[src/rtl/ws2811_encoder_if.sv]
// Word-stream handshake into the WS2811 encoder.
// A word moves when s_valid && s_ready.
interface ws2811_encoder_if #(
    parameter int DATA_W = 8
);
    logic [DATA_W-1:0] s_data;
    logic              s_valid;
    logic              s_last;
    logic              s_ready;

    modport master (output s_data, output s_valid, output s_last, input s_ready);
    modport slave  (input s_data, input s_valid, input s_last, output s_ready);
endinterface

[src/rtl/ws2811_encoder.sv]
// WS2811 single-wire encoder: serialises words into fixed-period bit cells.
// Each frame is followed by a low latch period.
module ws2811_encoder #(
    parameter int DATA_W    = 8,
    parameter int T_BIT     = 16,
    parameter int T0H       = 4,
    parameter int T1H       = 12,
    parameter int T_LATCH   = 640,
    parameter int MSB_FIRST = 1
) (
    input  logic                clk,
    input  logic                rst,
    ws2811_encoder_if.slave     s,
    output logic                dout,
    output logic                busy,
    output logic                underrun
);
    localparam int PW = $clog2(T_BIT);
    localparam int BW = $clog2(DATA_W);
    localparam int LW = $clog2(T_LATCH + 1);

    localparam logic [1:0] S_IDLE  = 2'd0;
    localparam logic [1:0] S_SHIFT = 2'd1;
    localparam logic [1:0] S_LATCH = 2'd2;

    logic [1:0]        r_state;
    logic [PW-1:0]     r_phase;
    logic [BW-1:0]     r_bit;
    logic [LW-1:0]     r_lcnt;
    logic [DATA_W-1:0] r_word;
    logic              r_last;
    logic              r_dout;

    logic [1:0]        w_state;
    logic [PW-1:0]     w_phase;
    logic [BW-1:0]     w_bit;
    logic [LW-1:0]     w_lcnt;
    logic [DATA_W-1:0] w_word;
    logic              w_last;
    logic              w_dout;
    logic              w_bitval;
    logic [PW-1:0]     w_hi;
    logic              w_cell_end;
    logic              w_word_end;
    logic              w_boundary;
    logic              w_load;

    assign w_cell_end = (r_state == S_SHIFT) && (r_phase == PW'(T_BIT - 1));
    assign w_word_end = w_cell_end && (r_bit == BW'(DATA_W - 1));
    assign w_boundary = w_word_end && !r_last;

    assign s.s_ready = (r_state == S_IDLE) || w_boundary;
    assign w_load    = s.s_valid && s.s_ready;
    assign underrun  = w_boundary && !s.s_valid && !rst;
    assign busy      = (r_state != S_IDLE);
    assign dout      = r_dout;

    always_comb begin
        w_state = r_state;
        w_phase = r_phase;
        w_bit   = r_bit;
        w_lcnt  = r_lcnt;
        w_word  = r_word;
        w_last  = r_last;
        case (r_state)
            S_IDLE: begin
                if (w_load) begin
                    w_state = S_SHIFT;
                    w_word  = s.s_data;
                    w_last  = s.s_last;
                    w_phase = '0;
                    w_bit   = '0;
                end
            end
            S_SHIFT: begin
                if (!w_cell_end) begin
                    w_phase = r_phase + 1'b1;
                end else begin
                    w_phase = '0;
                    if (!w_word_end) begin
                        w_bit = r_bit + 1'b1;
                        if (MSB_FIRST != 0)
                            w_word = {r_word[DATA_W-2:0], 1'b0};
                        else
                            w_word = {1'b0, r_word[DATA_W-1:1]};
                    end else if (w_load) begin
                        w_bit  = '0;
                        w_word = s.s_data;
                        w_last = s.s_last;
                    end else begin
                        w_state = S_LATCH;
                        w_bit   = '0;
                        w_lcnt  = '0;
                    end
                end
            end
            S_LATCH: begin
                if (r_lcnt == LW'(T_LATCH - 1)) begin
                    w_state = S_IDLE;
                    w_lcnt  = '0;
                end else begin
                    w_lcnt = r_lcnt + 1'b1;
                end
            end
            default: w_state = S_IDLE;
        endcase
    end

    // dout is registered from the next cell position so it rises one cycle after a transfer.
    assign w_bitval = (MSB_FIRST != 0) ? w_word[DATA_W-1] : w_word[0];
    assign w_hi     = w_bitval ? PW'(T1H) : PW'(T0H);
    assign w_dout   = (w_state == S_SHIFT) && (w_phase < w_hi);

    always_ff @(posedge clk) begin
        if (rst) begin
            r_state <= S_IDLE;
            r_phase <= '0;
            r_bit   <= '0;
            r_lcnt  <= '0;
            r_word  <= '0;
            r_last  <= 1'b0;
            r_dout  <= 1'b0;
        end else begin
            r_state <= w_state;
            r_phase <= w_phase;
            r_bit   <= w_bit;
            r_lcnt  <= w_lcnt;
            r_word  <= w_word;
            r_last  <= w_last;
            r_dout  <= w_dout;
        end
    end
endmodule

[src/flat_wrapper.sv]
// flat-port wrapper written by rule: the top's interface ports become plain ports
module ws2811_encoder_flat 
#(
    parameter int DATA_W    = 8,
    parameter int T_BIT     = 16,
    parameter int T0H       = 4,
    parameter int T1H       = 12,
    parameter int T_LATCH   = 640,
    parameter int MSB_FIRST = 1
)
  (clk, rst, dout, busy, underrun, s_s_data, s_s_valid, s_s_last, s_s_ready);
  ws2811_encoder_if #(.DATA_W(DATA_W)) s_i ();
  input  logic clk;
  input  logic rst;
  output logic dout;
  output logic busy;
  output logic underrun;
  input wire logic [$bits(s_i.s_data)-1:0] s_s_data;
  input wire logic [$bits(s_i.s_valid)-1:0] s_s_valid;
  input wire logic [$bits(s_i.s_last)-1:0] s_s_last;
  output wire logic [$bits(s_i.s_ready)-1:0] s_s_ready;
  assign s_i.s_data = s_s_data;
  assign s_i.s_valid = s_s_valid;
  assign s_i.s_last = s_s_last;
  assign s_s_ready = s_i.s_ready;
  ws2811_encoder #(.DATA_W(DATA_W), .T_BIT(T_BIT), .T0H(T0H), .T1H(T1H), .T_LATCH(T_LATCH), .MSB_FIRST(MSB_FIRST)) u_core (.clk(clk), .rst(rst), .s(s_i), .dout(dout), .busy(busy), .underrun(underrun));
endmodule
[config.mk]
export PLATFORM = sky130hd
export DESIGN_NAME = ws2811_encoder_flat
export DESIGN_NICKNAME = d
export VERILOG_FILES = /design/src/rtl/ws2811_encoder_if.sv /design/src/rtl/ws2811_encoder.sv /design/src/flat_wrapper.sv
export SDC_FILE = /design/constraint.sdc
export NUM_CORES = 1
export LEC_CHECK = 0
export ABC_AREA = 1
export BUFFER_PORTS_ARGS = -buffer_cell sky130_fd_sc_hd__buf_2
export CAP_MARGIN = 40
export CORE_UTILIZATION = 58
export DETAILED_ROUTE_END_ITERATION = 12
export GPL_ROUTABILITY_DRIVEN = 0
export PLACE_DENSITY = 0.78
export RECOVER_POWER = 25
export SLEW_MARGIN = 30
export SYNTH_ARGS = -nofsm -noshare
export SYNTH_HDL_FRONTEND = slang
export SYNTH_SLANG_ARGS = --single-unit
[constraint.sdc]
create_clock -name clk -period 2.9 [get_ports clk]
set_clock_uncertainty 0.1 [all_clocks]
set_input_delay 0.435 -clock clk [delete_from_list [all_inputs] [get_ports clk]]
set_output_delay 0.435 -clock clk [all_outputs]
set_load 0.005 [all_outputs]
==> results of run 1 <==
-- how the worst max path moves through the flow --
stage                                    from                      to  slack [ps]  depth (start not counted)
2_1_floorplan  u_core.r_phase[0]$_SDFFE_PP0P_  u_core.dout$_SDFF_PP0_         800                         15
3_3_place_gp   u_core.r_phase[0]$_SDFFE_PP0P_  u_core.dout$_SDFF_PP0_         700                         15
3_5_place_dp   u_core.r_phase[0]$_SDFFE_PP0P_  u_core.dout$_SDFF_PP0_         620                         15
4_1_cts        u_core.r_phase[0]$_SDFFE_PP0P_  u_core.dout$_SDFF_PP0_         580                         15
5_1_grt        u_core.r_phase[0]$_SDFFE_PP0P_  u_core.dout$_SDFF_PP0_         270                         15
6_report       u_core.r_phase[0]$_SDFFE_PP0P_  u_core.dout$_SDFF_PP0_         500                         15
-- power by group through the flow --
stage          sequential (uW)  clock (uW)  combinational (uW)
5_1_grt                    424         372                 111
6_report                   422         352                97.0
2_1_floorplan              430           0                77.4
4_1_cts                    422         358                97.6
3_3_place_gp               431           0                95.4
3_5_place_dp               432           0                96.9
-- worst max-delay path, stage by stage (launching register included) --
cell and delay (ps):
sky130_fd_sc_hd__dfxtp_1 380, sky130_fd_sc_hd__ha_1 180, sky130_fd_sc_hd__nand2_1 70, sky130_fd_sc_hd__nor2_1 200
sky130_fd_sc_hd__inv_1 140, sky130_fd_sc_hd__nor2_2 160, sky130_fd_sc_hd__nand2_1 140, sky130_fd_sc_hd__inv_1 150
sky130_fd_sc_hd__nand3_1 100, sky130_fd_sc_hd__nand2_1 90, sky130_fd_sc_hd__nand3_2 70, sky130_fd_sc_hd__inv_1 60
sky130_fd_sc_hd__ha_1 220, sky130_fd_sc_hd__a21oi_1 150, sky130_fd_sc_hd__nand3_1 80, sky130_fd_sc_hd__nor2_1 80
-- final cells by class --
class,instances,share of cell area
clock buffers,7,0.02967
clock inverters,1,0.01618
inverters,45,0.09373
multi-input cells,170,0.4821
flip-flops and latches,29,0.3129
well taps,31,0.02090
repair buffers,16,0.04450
-- per-stage QoR --
stage | total power [uW] | hold WS, ps | setup slack [ps] | cells
finish | 871.3 | 273.8 | 498.2 | 299
global route | 907.7 | 284.8 | 270.8 | 299
CTS | 877.5 | 270.6 | 576.6 | 299
detailed placement | 528.5 | 370.1 | 616.3 | 291
global placement | 526.6 | 359.7 | 697.7 | 291
floorplan | 507.2 | 346.2 | 805.0 | 249
-- kinds of logic after synthesis --
kind of cell / after synthesis
adders and majority gates: 5
AOI/OAI and AO/OA: 36
and+or+nand+nor: 129
buffers and inverters: 50
DFF: 29
-- flip-flops by register name, summed over array words and instances (netlist names) --
| name | flops |
|---|---|
| u_core.r_lcnt | 10 |
| u_core.r_word | 8 |
| u_core.r_phase | 4 |
| u_core.r_bit | 3 |
| u_core.r_state | 2 |
| u_core.dout | 1 |
| u_core.r_last | 1 |
-- layout by cell type, fill, tap and decap left out --
cell type	n
sky130_fd_sc_hd__nand2_1	62
sky130_fd_sc_hd__inv_1	42
sky130_fd_sc_hd__nand3_1	29
sky130_fd_sc_hd__dfxtp_1	29
sky130_fd_sc_hd__a21oi_1	22
sky130_fd_sc_hd__buf_2	15
sky130_fd_sc_hd__nor2_1	14
sky130_fd_sc_hd__nand4_1	6
sky130_fd_sc_hd__o21ai_0	5
sky130_fd_sc_hd__nor3_1	5
sky130_fd_sc_hd__o211ai_1	5
sky130_fd_sc_hd__ha_1	5
sky130_fd_sc_hd__clkbuf_4	5
sky130_fd_sc_hd__nand2_4	2
sky130_fd_sc_hd__nand2_2	2
sky130_fd_sc_hd__or2_2	2
sky130_fd_sc_hd__nand3b_1	2
sky130_fd_sc_hd__nor2_8	1
sky130_fd_sc_hd__nand4_4	1
sky130_fd_sc_hd__inv_2	1
sky130_fd_sc_hd__clkinv_4	1
sky130_fd_sc_hd__nor2_2	1
sky130_fd_sc_hd__nand3_2	1
sky130_fd_sc_hd__clkinv_1	1
sky130_fd_sc_hd__o21ai_4	1
sky130_fd_sc_hd__a31o_2	1
sky130_fd_sc_hd__o31ai_1	1
sky130_fd_sc_hd__a211oi_1	1
sky130_fd_sc_hd__nor4_1	1
sky130_fd_sc_hd__clkbuf_8	1
sky130_fd_sc_hd__bufinv_16	1
sky130_fd_sc_hd__clkbuf_1	1
sky130_fd_sc_hd__buf_4	1
-- per-layer routing --
metal  GRT usage  up-vias  share of wire
li1            -      846              -
met1      0.3081      715           0.48
met2      0.3656       32           0.44
met3     0.04884       11          0.042
met4      0.1568        0          0.034
met5           0        -              0
==> impl_results.md, run 1 <==
- Antenna Nets Post-Route: 0
- Leading register cell type out of synthesis: sky130_fd_sc_hd__dfxtp_1
- Layout cells sized above 1: 0.1381
- Post_cts resized: 0
- P_sw: 216.5 uW
- Die area: 3152 um2
- Number of sinks handled by clock tree synthesis: 29
- Leading cell types by count after synthesis: sky130_fd_sc_hd__nand2_1 (62), sky130_fd_sc_hd__inv_1 (42), sky130_fd_sc_hd__dfxtp_1 (29), sky130_fd_sc_hd__nand3_1 (29), sky130_fd_sc_hd__a21oi_1 (22)
- Area fraction of the dominant cell type after synthesis: 0.3414
- # Post-CTS Setup Buffers: 0
- Instance area after placement: 1773 um2
- Xor and xnor area share after synthesis: 0
- Row cnt: 19
- Pwr dens: 469.6 nW/um2
- Via density per instance: 5.365
- FMAX: 416.4 MHz
- Final design instance area without fill: 1856 um2
- Internal: 654.8 uW
- Total standard cell area after synthesis: 1700 um2
- Final Hold Violating Endpoints: 0
- Proportion of total power due to net switching: 0.2485
- Seq/Total Area, Yosys: 0.3414
- Remaining routing DRC violations: 0
- First-pass detailed-route iteration total: 4
- Number of fillers in the final layout: 242
- Final routed wire length divided by cell count: 11.21 um
- Register Area: 580.6 um2
- Share of total power in sequential cells: 0.485
- Max-slew violations: 0
- Run status: finished, final reports clean
- Maximum clock insertion buffer count: 2
- TritonCTS clock tree: done
- Tightest Pin Transition: 415.8 ps
- RSZ-0062 raised after global routing: false
- Yosys warnings: 0
- FF-to-FF Start: u_core.r_phase[0]$_SDFFE_PP0P_
- First-pass GRT wire length: 5.885 mm
- Fin nets: 284
- CP endpoint kind: flop
- Post-synthesis sequential element count: 29
- Compound-Gate Fraction of Synth Area: 0.1251
- Ant. Diodes: 0
- Cell type contributing the most total cell area after synthesis: sky130_fd_sc_hd__dfxtp_1
- Final count of negative-setup-slack endpoints: 0
- Combinational family with the most area after synthesis: simple AND/OR/NAND/NOR gates
- Worst min-delay path class: primary input to flop
- Via count of the first global-routing pass: 1439
- Hold worst-path end: u_core.r_word[0]$_SDFFE_PP0P_
- Sum of routed wire length over all layers: 3.353 mm
- CTS Hold Buffers Added: 0
- Number of distinct library cell variants in the gate-level netlist after synthesis: 30
- Adder-cell share of the synthesized area: 0.03679
- Final core utilization: 0.6729
- Fraction of the cycle the final worst path needs: 0.8282
- Leading cell types by total area after synthesis: sky130_fd_sc_hd__dfxtp_1 (34%), sky130_fd_sc_hd__nand2_1 (14%), sky130_fd_sc_hd__inv_1 (9.3%), sky130_fd_sc_hd__nand3_1 (8.5%), sky130_fd_sc_hd__a21oi_1 (6.5%)
- Worst slew margin relative to its limit: 0.7218
- Antenna violations before repair: 0
- Leading cell type by number of instances after synthesis: sky130_fd_sc_hd__nand2_1
- Clk slew on worst S/H paths: 100 ps
- R2r setup slk: 500 ps
- Final worst path period need: 2402 ps
- Cell count after synthesis: 249
- End of the worst register-to-register path: u_core.dout$_SDFF_PP0_
- Detailed placement HPWL: 2.407 mm
- Part of the total power dissipated in combinational logic: 0.111
- Post-Synthesis Net Count: 266
- Number of primary I/O pins: 16
- Clock root buffer: sky130_fd_sc_hd__clkbuf_4
- # H-tree levels: 2
- Startpoint type of the worst setup path: flop
- Worst reg2reg path depth: 15
- Post-synthesis mux area share: 0
- Peak supply drop: 379.6 uV
- Clock power frac: 0.404
- Initial DRC count: 67
- Standby leakage power: 0.0008550 uW
- Total GRT Usage: 0.2406
- Simple-Gate Fraction of Synth Area: 0.3657
- Multi-input gate area: 894.6 um2
- Remaining global-route overflow: 0
- Post-synth EDFFs: 0
- Standard cell core area: 2758 um2
- Num CTS Buffers: 5
- Count of input and output buffers: 15
- Die Height: 56.15 um
- Max cap viols: 0
- Worst-path fanout max: 4
- Async set-or-reset flop fraction in the synthesized netlist: 0
- Worst Path Arrival: 2590 ps
- Hold wc startpoint: s_s_data[0]
- Via count: 1604
- Maximum number of pins on one net before global-route repair: 21
- Average instance area after synthesis: 6.829 um2
- Starting Density: 0.6166
- Hold Path Depth: 3
- Horizontal extent of the die: 56.15 um
- Crit path kind: flop to flop
- Endpoint required time on the critical path: 3090 ps
- Clock latency on the worst-skew pair: 340 ps
- Accumulated negative setup slack: 0 ps
- Area growth from synthesis to layout: 9.124%
(Power assumes the default switching activity.)
==> run 2, diff against run 1 <==
==> constraint.sdc (replaced) <==
create_clock -name clk -period 2.5 [get_ports clk]
set_clock_uncertainty 0.1 [all_clocks]
set_input_delay 0.375 -clock clk [delete_from_list [all_inputs] [get_ports clk]]
set_output_delay 0.375 -clock clk [all_outputs]
set_load 0.005 [all_outputs]
==> run 2 against run 1 <==
Final cell count is 0.33% higher; worst setup slack worse by 250 ps; first-iteration DRC count is 69% higher; combinational power is 18% higher.
==> impl_results.md, run 2 (synthesis gave the netlist of run 1 again) <==
- Run status: finished, final reports clean
- Worst-path fanout max: 4 (unchanged)
- Remaining global-route overflow: 0 (unchanged)
- Post-placement setup slack: 177.4 ps (-438.9 ps)
- Die area: 3152 um2 (unchanged)
- Fin nets: 285 (+0.35%)
- Accumulated negative setup slack: 0 ps (unchanged)
- Die Height: 56.15 um (unchanged)
- Final routed wire length divided by cell count: 10.89 um (-2.9%)
- Largest register FFs: 10 (unchanged)
- Ant. Diodes: 0 (unchanged)
- End of the worst register-to-register path: u_core.dout$_SDFF_PP0_
- CP endpoint kind: flop
- Met2 Use GR: 0.3759 (+0.01020)
- FMAX: 443.7 MHz (+6.6%)
- Fraction of met1 tracks used by global routing: 0.3081 (unchanged)
- Register with the most flip-flops: u_core.r_lcnt
- Num CTS Buffers: 5 (unchanged)
- Standby leakage power: 0.0008544 uW (about the same)
- GRT Max-Usage Layer: met2
- Total GRT Usage: 0.2362 (-0.004392)
- Startpoint of the worst setup timing path: u_core.r_phase[0]$_SDFFE_PP0P_
- Clk slew on worst S/H paths: 90 ps (about the same)
- Worst reg2reg path depth: 15 (unchanged)
- Antenna Nets Post-Route: 0 (unchanged)
- Horizontal extent of the die: 56.15 um (unchanged)
- Capture point of the critical path: u_core.dout$_SDFF_PP0_
- Maximum clock insertion buffer count: 2 (unchanged)
- R2r setup slk: 250 ps (-250 ps)
- Max-slew violations: 0 (unchanged)
- Post-layout worst setup margin: 246.2 ps (-252.0 ps)
- Via density per instance: 5.273 (-1.7%)
- Via count: 1582 (-1.4%)
- TritonCTS clock tree: done
- Final count of negative-setup-slack endpoints: 0 (unchanged)
- Maximum number of pins on one net before global-route repair: 21 (unchanged)
- Clock latency on the worst-skew pair: 320 ps (-20 ps)
- Final Hold Violating Endpoints: 0 (unchanged)
- Worst slew margin relative to its limit: 0.7055 (-0.01627)
- Endpoint required time on the critical path: 2670 ps (-420 ps)
- # H-tree levels: 2 (unchanged)
- RSZ-0062 raised after global routing: false
- # Post-CTS Setup Buffers: 0 (unchanged)
- First-pass GRT wire length: 5.913 mm (+0.48%)
- Sum of routed wire length over all layers: 3.267 mm (-2.6%)
- Standard cell core area: 2758 um2 (unchanged)
- Startpoint type of the worst setup path: flop
- Remaining routing DRC violations: 0 (unchanged)
- Number of sinks handled by clock tree synthesis: 29 (unchanged)
- Via count of the first global-routing pass: 1433 (-0.42%)
- Met3 layer usage reported by global route: 0.04884 (unchanged)
- Regs by FF count: u_core.r_lcnt: 10 flops, u_core.r_word: 8 flops, u_core.r_phase: 4 flops
- Area growth from synthesis to layout: 9.640%
- Starting Density: 0.6166 (unchanged)
- Antenna violations before repair: 0 (unchanged)
- Layout cells sized above 1: 0.1524 (+0.01436)
- Commonest non-fill, non-tap cells in the layout: sky130_fd_sc_hd__nand2_1 (62), sky130_fd_sc_hd__inv_1 (41), sky130_fd_sc_hd__nand3_1 (29)
- Post_cts resized: 0 (unchanged)
- FF-to-FF Start: u_core.r_phase[0]$_SDFFE_PP0P_
- Fraction of the cycle the final worst path needs: 0.9015 (+0.07332)
- Worst min-delay path class: primary input to flop
- Initial DRC count: 113 (+69%)
- Number of primary I/O pins: 16 (unchanged)
- Clock root buffer: sky130_fd_sc_hd__clkbuf_4
- Worst Path Arrival: 2430 ps (-160 ps)
- Peak supply drop: 442.4 uV (+17%)
- Count of input and output buffers: 15 (unchanged)
- Detailed placement HPWL: 2.411 mm (+0.16%)
- CTS Hold Buffers Added: 0 (unchanged)
- Pwr dens: 538.9 nW/um2 (+15%)
- Most common library cell in the layout ignoring fill and taps: sky130_fd_sc_hd__nand2_1
- Max cap viols: 0 (unchanged)
- Tightest Pin Transition: 440.1 ps (+24.31 ps)
- Final worst path period need: 2254 ps (-148.0 ps)
- Row cnt: 19 (unchanged)
- Crit path kind: flop to flop
- First-pass detailed-route iteration total: 4 (unchanged)
run 2: changes by cell type in the layout (fill, tap and decap cells not counted), sizes merged:
cell / delta
clkbuf: +1
run 2: how the worst min path moves through the flow:
stage,from,end,cells past startpoint,slack [ps]
2_1_floorplan,u_core.r_bit[1]$_SDFFE_PP0P_,u_core.r_bit[1]$_SDFFE_PP0P_,2,350
3_3_place_gp,u_core.r_bit[1]$_SDFFE_PP0P_,u_core.r_bit[1]$_SDFFE_PP0P_,2,360
3_5_place_dp,u_core.r_bit[1]$_SDFFE_PP0P_,u_core.r_bit[1]$_SDFFE_PP0P_,2,360
4_1_cts,s_s_last,u_core.r_last$_SDFFE_PP0P_,3,230
5_1_grt,s_s_data[0],u_core.r_word[0]$_SDFFE_PP0P_,3,250
6_report,s_s_data[0],u_core.r_word[0]$_SDFFE_PP0P_,3,230
run 2: area by class of cell:
| cell class | count | area, um2 |
|---|---|---|
| Clock buffer | 7 | 55.05 |
| Inverter | 45 | 173.9 |
| Clock inverter | 1 | 30.03 |
| Sequential cell | 29 | 583.1 |
| Multi-Input combinational cell | 170 | 897.1 |
| Fill cell | 244 | 893.4 |
| Timing Repair Buffer | 17 | 86.33 |
| Tap cell | 31 | 38.79 |
run 2: per-stage QoR:
step | utilization | hold slack, ps | std cells | total power, uW | cell area [um2]
floorplan | - | 346.2 | 249 | 588.3 | 1700
global placement | 0.6456 | 360.3 | 292 | 612.2 | 1780
detailed placement | 0.6456 | 361.0 | 292 | 615.7 | 1780
CTS | 0.6765 | 225.9 | 300 | 1016 | 1866
global route | 0.6760 | 248.8 | 300 | 1051 | 1864
finish | 0.6760 | 230.6 | 300 | 1005 | 1864
run 2: worst max-delay path: stages, from the launching register on:
cell and delay, ps:
sky130_fd_sc_hd__dfxtp_2 370, sky130_fd_sc_hd__ha_1 180, sky130_fd_sc_hd__nand2_1 80, sky130_fd_sc_hd__nor2_2 160, sky130_fd_sc_hd__inv_1 110, sky130_fd_sc_hd__nor2_2 140, sky130_fd_sc_hd__nand2_1 140, sky130_fd_sc_hd__inv_2 120
sky130_fd_sc_hd__nand3_1 80, sky130_fd_sc_hd__nand2_1 70, sky130_fd_sc_hd__nand3_2 70, sky130_fd_sc_hd__inv_1 70, sky130_fd_sc_hd__ha_1 220, sky130_fd_sc_hd__a21oi_1 150, sky130_fd_sc_hd__nand3_1 80, sky130_fd_sc_hd__nor2_1 80
run 2: where the power goes:
group          leakage (uW)  switching (uW)  internal, uW
sequential         0.000237            10.8           480
clock             0.0000455             161           239
combinational      0.000572            71.9          41.7
run 2: metal layers:
| metal | share of wire | vias up |
|---|---|---|
| li1 | - | 841 |
| met1 | 0.49 | 700 |
| met2 | 0.45 | 32 |
| met3 | 0.033 | 9 |
| met4 | 0.022 | 0 |
| met5 | 0 | - |
